$ cat config.mk
export PLATFORM = sky130hd
export DESIGN_NAME = counter_sweep_ctrl
export DESIGN_NICKNAME = d
export VERILOG_FILES = /design/src/rtl/counter_sweep_ctrl.sv
export SDC_FILE = /design/constraint.sdc
export NUM_CORES = 1
export LEC_CHECK = 0
export CAP_MARGIN = 30
export CORE_UTILIZATION = 45
export CTS_CLUSTER_SIZE = 16
export DETAILED_ROUTE_END_ITERATION = 10
export PLACE_DENSITY = 0.82
export SLEW_MARGIN = 20
export SYNTH_ARGS = -nofsm -noshare
export SYNTH_HDL_FRONTEND = slang
export SYNTH_SLANG_ARGS = --single-unit
$ cat constraint.sdc
create_clock -name clk -period 1.95 [get_ports clk]
set_clock_uncertainty 0.1 [all_clocks]
set_input_delay 0.2925 -clock clk [delete_from_list [all_inputs] [get_ports clk]]
set_output_delay 0.2925 -clock clk [all_outputs]
set_load 0.01 [all_outputs]
$ cat src/rtl/counter_sweep_ctrl.sv
// rtl/counter_sweep_ctrl.sv - up/down sweep sequencer for an external counter with registered flags
// Optional build macro: CNT_SHADOW_CHECK_EN (shadow position cross-check against the counter flags)
module counter_sweep_ctrl #(
   parameter int WIDTH = 4
) (
   input  logic             clk,
   input  logic             reset,
   input  logic             start,
   input  logic             abort,
   input  logic [WIDTH-1:0] sweep_to,
   input  logic [3:0]       num_sweeps,
   input  logic             flag_count_max,
   input  logic             flag_count_min,
   output logic [WIDTH-1:0] count_to,
   output logic             load_en,
   output logic             count_inc,
   output logic             count_dec,
   output logic             busy,
   output logic             done,
   output logic             err
);

   localparam logic [2:0] S_IDLE    = 3'd0;
   localparam logic [2:0] S_LOAD    = 3'd1;
   localparam logic [2:0] S_WAIT    = 3'd2;
   localparam logic [2:0] S_UP_CHK  = 3'd3;
   localparam logic [2:0] S_UP_STEP = 3'd4;
   localparam logic [2:0] S_DN_CHK  = 3'd5;
   localparam logic [2:0] S_DN_STEP = 3'd6;
   localparam logic [2:0] S_DONE    = 3'd7;

   logic [2:0]       state_q, state_d;
   logic [3:0]       rem_q, rem_d;         // sweeps still to complete
   logic [WIDTH-1:0] cto_q, cto_d;         // latched ceiling
   logic             dn_q, dn_d;           // WAIT returns to DN_CHK when set
   logic             from_load_q, from_load_d;  // WAIT entered straight from LOAD

`ifdef CNT_SHADOW_CHECK_EN
   logic [WIDTH-1:0] shadow_q, shadow_d;
   logic             err_q, err_d;
   logic             mismatch;
`endif

   // Pulses are Moore outputs gated by abort so an abort cycle never steps the counter
   always_comb begin
      load_en   = (state_q == S_LOAD)    && !abort;
      count_inc = (state_q == S_UP_STEP) && !abort;
      count_dec = (state_q == S_DN_STEP) && !abort;
      done      = (state_q == S_DONE)    && !abort;
      busy      = (state_q != S_IDLE);
      count_to  = cto_q;
`ifdef CNT_SHADOW_CHECK_EN
      err       = err_q;
`else
      err       = 1'b0;
`endif
   end

   // Next-state and job bookkeeping
   always_comb begin
      state_d     = state_q;
      rem_d       = rem_q;
      cto_d       = cto_q;
      dn_d        = dn_q;
      from_load_d = from_load_q;
`ifdef CNT_SHADOW_CHECK_EN
      shadow_d    = shadow_q;
      err_d       = err_q;
      mismatch    = (flag_count_max != (shadow_q == cto_q)) ||
                    (flag_count_min != (shadow_q == '0));
`endif
      case (state_q)
         S_IDLE: begin
            if (start) begin
               cto_d   = sweep_to;
               rem_d   = num_sweeps;
`ifdef CNT_SHADOW_CHECK_EN
               err_d   = 1'b0;
`endif
               state_d = S_LOAD;
            end
         end
         S_LOAD: begin
            dn_d        = 1'b0;
            from_load_d = 1'b1;
            state_d     = S_WAIT;
         end
         S_WAIT: begin
            from_load_d = 1'b0;
            if (from_load_q && (rem_q == 4'd0)) begin
               state_d = S_DONE;
            end else if (dn_q) begin
               state_d = S_DN_CHK;
            end else begin
               state_d = S_UP_CHK;
            end
         end
         S_UP_CHK: begin
            state_d = flag_count_max ? S_DN_CHK : S_UP_STEP;
         end
         S_UP_STEP: begin
            dn_d    = 1'b0;
            state_d = S_WAIT;
         end
         S_DN_CHK: begin
            if (!flag_count_min) begin
               state_d = S_DN_STEP;
            end else begin
               rem_d   = rem_q - 4'd1;
               state_d = (rem_q <= 4'd1) ? S_DONE : S_UP_CHK;
            end
         end
         S_DN_STEP: begin
            dn_d    = 1'b1;
            state_d = S_WAIT;
         end
         S_DONE: begin
            state_d = S_IDLE;
         end
         default: begin
            state_d = S_IDLE;
         end
      endcase
`ifdef CNT_SHADOW_CHECK_EN
      if (load_en) begin
         shadow_d = '0;
      end else if (count_inc) begin
         shadow_d = shadow_q + 1'b1;
      end else if (count_dec) begin
         shadow_d = shadow_q - 1'b1;
      end
      if (((state_q == S_UP_CHK) || (state_q == S_DN_CHK)) && mismatch) begin
         err_d   = 1'b1;
         state_d = S_IDLE;
      end
`endif
      if (abort && (state_q != S_IDLE)) begin
         state_d = S_IDLE;
`ifdef CNT_SHADOW_CHECK_EN
         err_d   = err_q;
`endif
      end
   end

   // State registers, cleared asynchronously
   always_ff @(posedge clk or posedge reset) begin
      if (reset) begin
         state_q     <= S_IDLE;
         rem_q       <= 4'd0;
         cto_q       <= '0;
         dn_q        <= 1'b0;
         from_load_q <= 1'b0;
`ifdef CNT_SHADOW_CHECK_EN
         shadow_q    <= '0;
         err_q       <= 1'b0;
`endif
      end else begin
         state_q     <= state_d;
         rem_q       <= rem_d;
         cto_q       <= cto_d;
         dn_q        <= dn_d;
         from_load_q <= from_load_d;
`ifdef CNT_SHADOW_CHECK_EN
         shadow_q    <= shadow_d;
         err_q       <= err_d;
`endif
      end
   end

endmodule

; Word level (Yosys, flattened, before mapping)
; Cells that the tools add are included.
[word_totals]
regBits = 13
word_cells = 47
[classes]
add_sub_neg = 1
n_lt_le_gt_ge = 1
reduce_logical = 17
eq_ne = 10
n_mux = 13
[ops]
columns = cell, count
row1 = 3-bit two-way mux, 6
row2 = 3-bit one-hot mux with 6 select lines, 1
row3 = "3-bit == test, second input constant", 4
row4 = 4-bit two-way mux, 2
row5 = 4-bit one-hot mux with 2 select lines, 1
row6 = "3-bit by 2-bit == test with 1-bit output, second input constant", 2
row7 = 1-bit logical AND, 6
row8 = 2-bit nonzero test, 3
row9 = "4-bit by 1-bit <= comparator with 1-bit output, second input constant", 1
row10 = 4-bit zero test, 1
row11 = "2-bit != test, second input constant", 2
row12 = 1-bit one-hot mux with 2 select lines, 2
row13 = "4-bit by 1-bit subtractor with 4-bit output, second input constant", 1
row14 = "3-bit by 1-bit == test with 1-bit output, second input constant", 1
row15 = 3-bit zero test, 1
row16 = "3-bit != test, second input constant", 1
row17 = 3-bit AND reduction, 1
row18 = 3-bit nonzero test, 1
row19 = 3-bit OR reduction, 1
row20 = 2-bit AND reduction, 1
row21 = 2-bit OR reduction, 1
row22 = 1-bit zero test, 1
row23 = 1-bit two-way mux, 1

; Logic depth before layout (Yosys ltp)
[depth]
depth_word = 5
ltp_mapped = 5
ltp_nobuf = 5

; Least setup slack after synthesis
; Ideal clock, no wire load.
[synth_path]
path_kind = reg2reg
from = register state_q[0]
to = register cto_q[0] (netlist: count_to[0])
t_arrival_ps = 1283
t_required_ps = 1725
stages_incl_launch_ff = 4
period_less_slack_ps = 1508
path_slack_ps = 442
cell_sequence = dfrtp_1 -> clkbuf_2 -> nor4b_4 -> mux2_2
[synth_between]
elab_chain_len = 2
[synth_rtl]
columns = element, line_no
row1 = start: declaration, 32  ; logic [2:0] state_q, state_d;
row2 = start signal: assignment, 158  ; state_q <= state_d;
row3 = 3-bit zero test, 72  ; case (state_q)
row4 = 2-bit AND reduction (no line), -
row5 = end signal: assignment, 160  ; cto_q <= cto_d;
row6 = end: declaration, 34  ; logic [WIDTH-1:0] cto_q, cto_d;
; Every way passes these cells.
; A chain may end at the register's enable or synchronous reset.

; Final worst setup path
[layout_path]
from = register state_q[0]
to = output port count_dec
[layout_between]
elab_chain_len = 2
[layout_rtl]
columns = element, line_no
row1 = 3-bit == test, 48  ; count_dec = (state_q == S_DN_STEP) && !abort;
row2 = 1-bit logical AND, 48
row3 = end: declaration, 17  ; output logic count_dec,
; Every way passes these cells.

==> metrics.md <==
| Metric | Value |
|---|---|
| Layout cells sized above 1 | 0.1359 |
| TritonCTS Buffers | 3 |
| CP Capture Type | output port |
| Die height | 43.62 µm |
| Violated checks | design-rule violations |
| Leak | 0.4861 nW |
| R2R setup slack | 0.22 ns |
| CTS root buffer | clkbuf_4 |
| CP Launch Type | register |
| Tmin final | 1.890 ns |
| Core box area | between 0.0015 and 0.002 mm² |
| P_int | 0.8600 mW |
| Final Worst Setup Slack | 0.06002 ns |
| Crit path max fanout | 8 |
| Pre-CTS setup slack | -0.05759 ns |
| Syn Std Cell Area | between 700 and 800 µm² |
| RSZ-0062 raised after global routing | no |
| Overall die area | between 0.0015 and 0.002 mm² |
| Pwr Density | ~1300 mW/mm² |
| Die W | 43.62 µm |
| DRT Pass-1 Iters | 7 |
| Clock power frac | 0.117 |
| Largest net degree at the start of global routing | 14 |
| Post-synth EDFFs | 0 |
| First-pass GRT wire length | roughly 2.7 mm |
| Warnings from Yosys | 0 |
| DRC Markers | 1 |
| F_max | 0.5291 GHz |
| Gr ovfl total | 0 |
| Gr usage total | 0.1879 |
| Post-synthesis area per instance | 9.994 µm² |
| Area Overhead vs Synth | 35.80% |
| H-tree Lvls | 1 |
| Final GP Congestion | between 0.8 and 0.9 |
| Final setup vio count | 0 |
| P_sw | 0.5061 mW |
| TritonCTS clock tree | yes |
| Post-synthesis cell type count | 35 |
| ANT cells | 0 |
| Grt met2 use | 0.2866 |
| Period utilization | 0.9692 |
| Outcome | finished with violations |
| Cells after Synth | 78 |
| Row count | 14 |
| Starting DRC count in detailed routing | 11 |
| Most used DFF post-synth | dfrtp_1 |
| Post-DR vias/cell | 5.723 |
| Clock Latency Late Sink | 0.27 ns |
| Clk pin slew, worst setup/hold paths | 0.08 ns |
| Max-capacitance violation count | 0 |
| Grt met3 use | 0.03333 |
| Post-CTS Hold Buffers | 0 |
| Initial Util | 0.5000 |
| Gr busiest metal | met2 |
| Seq cells post-synth | 13 |
| DRT Wirelength | 1.513 mm |
| Final Power | 1.366 mW |
| Min-Delay Path Class | input pin to asynchronous set/reset pin |
| Layout Nets | 120 |
| Switching Share | 0.3705 |
| Final Hold Fails | 0 |
| Initial antenna violation count | 0 |
| Dpl hpwl | between 1 and 1.5 mm |
| Critical Path AT | 1.50 ns |
| Vias in the first global route | 648 |
| Sum Neg Setup Slack | 0 ns |
| Total I/O pin count | 24 |
| Mapped Nets | 94 |
| Slew Viols, Final | 0 |
| Vias | around 680 |
| Crit path required time | about 1.6 ns |
| # fillers | 129 |
| Post-route ant nets | 0 |
| Avg WL per Cell | 12.71 µm |
| Fraction of registers with async set/reset | 1.000 |
| Flop pwr share | 0.374 |
| Number of port buffers | 22 |
| Clock Path Buffers | 2 |
| Clock sinks | 13 |
| Critical path type | register to output port |
| GR met1 Demand/Resource | 0.2602 |
| Final core utilization | 0.6790 |
| Post-synthesis sequential area ratio | 0.4173 |
| Combinational Power Share | 0.509 |
| Worst VDD drop | roughly 0.76 mV |
[critical path, stage by stage, from the launching register on]
cell and delay (ns):
dfrtp_2 0.47, nor3_1 0.20, clkdlybuf4s50_1 0.56
[cell usage in the layout (no fill, tap or decap), types with 2 or more instances in the layout]
master            n
o21ai_0           3
dfrtp_1          12
ha_1              2
inv_1             6
mux2i_1           5
dlymetal6s2s_1    2
clkbuf_4          3
or2b_1            2
mux2_2            4
clkdlybuf4s50_1  18
nor3_1            4
a21oi_1           2
dlygate4sd2_1     2
nand2b_1          2
buf_4             5
nor2_1            6
o2bb2ai_1         2
o22ai_1           3
[worst paths after layout]
| path | endpoint | from | cells after the start |
|---|---|---|---|
| max reg2reg | state_q[1]$_DFFE_PP0P_ | rem_q[0]$_DFFE_PP0P_ | 5 |
| min in group clk | count_to[1]$_DFFE_PP0P_ | count_to[1]$_DFFE_PP0P_ | 1 |
| min reg2reg | count_to[1]$_DFFE_PP0P_ | count_to[1]$_DFFE_PP0P_ | 1 |
| min | dn_q$_DFFE_PP0P_ | reset | 2 |
| max in group asynchronous | state_q[0]$_DFFE_PP0P_ | reset | 2 |
| max | count_dec | state_q[0]$_DFFE_PP0P_ | 2 |
[logic make-up after synthesis]
kind of cell / after synthesis / synth area share
and+or+nand+nor: 23 / 0.1958
AOI/OAI and AO/OA: 18 / 0.1621
DFF: 13 / 0.4173
buffers and inverters: 12 / 0.06580
muxes: 9 / 0.1220
adders and majority gates: 2 / 0.03210
other: 1 / 0.004811
[flip-flops by register name, summed over array words and instances, names as in the netlist]
register / count
dn_q: 1
state_q: 3
count_to: 4
from_load_q: 1
rem_q: 4
[what timing repair did]
item	4_1_cts	5_1_grt
setup buffers	0	0
resized for setup	3	2
endpoints found under the setup margin	3	2
[per-stage QoR]
step,hold slack [ns],cell area [µm²],cells
5_1_grt,0.3079,1059,119
3_3_place_gp,0.3889,1028,115
4_1_cts,0.2401,1054,119
6_report,0.2178,1059,119
2_1_floorplan,0.06946,779.5,78
3_5_place_dp,0.4007,1028,115
[synth_stat cells (2+ instances only)]
master,number,area share
nor2_1,6,0.029
inv_1,6,0.029
mux2_2,4,0.058
a21oi_1,2,0.013
dfrtp_1,13,0.42
clkbuf_1,3,0.014
o21ai_0,3,0.019
or2b_1,2,0.019
nor3_1,4,0.026
o2bb2ai_1,2,0.022
o22ai_1,3,0.024
ha_1,2,0.032
mux2i_1,5,0.064
nand2b_1,2,0.016
[cell type report]
type	instances	area (µm²)	area share
clock buffer	4	26.28	0.02482
timing repair buffer	27	260.3	0.2459
inverter	6	22.52	0.02128
sequential	13	326.6	0.3085
tap	16	20.02	0.01891
multi-input combinational	53	402.9	0.3806
[routing by layer]
| metal | wire, µm | up-vias |
|---|---|---|
| met3 | 110 | 0 |
| met1 | 688 | 320 |
| li1 | - | 333 |
| met2 | 714 | 28 |
| met5 | 0 | - |
| met4 | 0 | 0 |
[power groups by stage]
stage	clock, mW	sequential, mW	combinational, mW
global placement	0	0.507	0.693
floorplan	0	0.501	0.441
finish	0.160	0.511	0.695
CTS	0.162	0.510	0.706
detailed placement	0	0.513	0.708
global route	0.178	0.539	0.765
No activity file was read; power rests on OpenSTA's default activity.
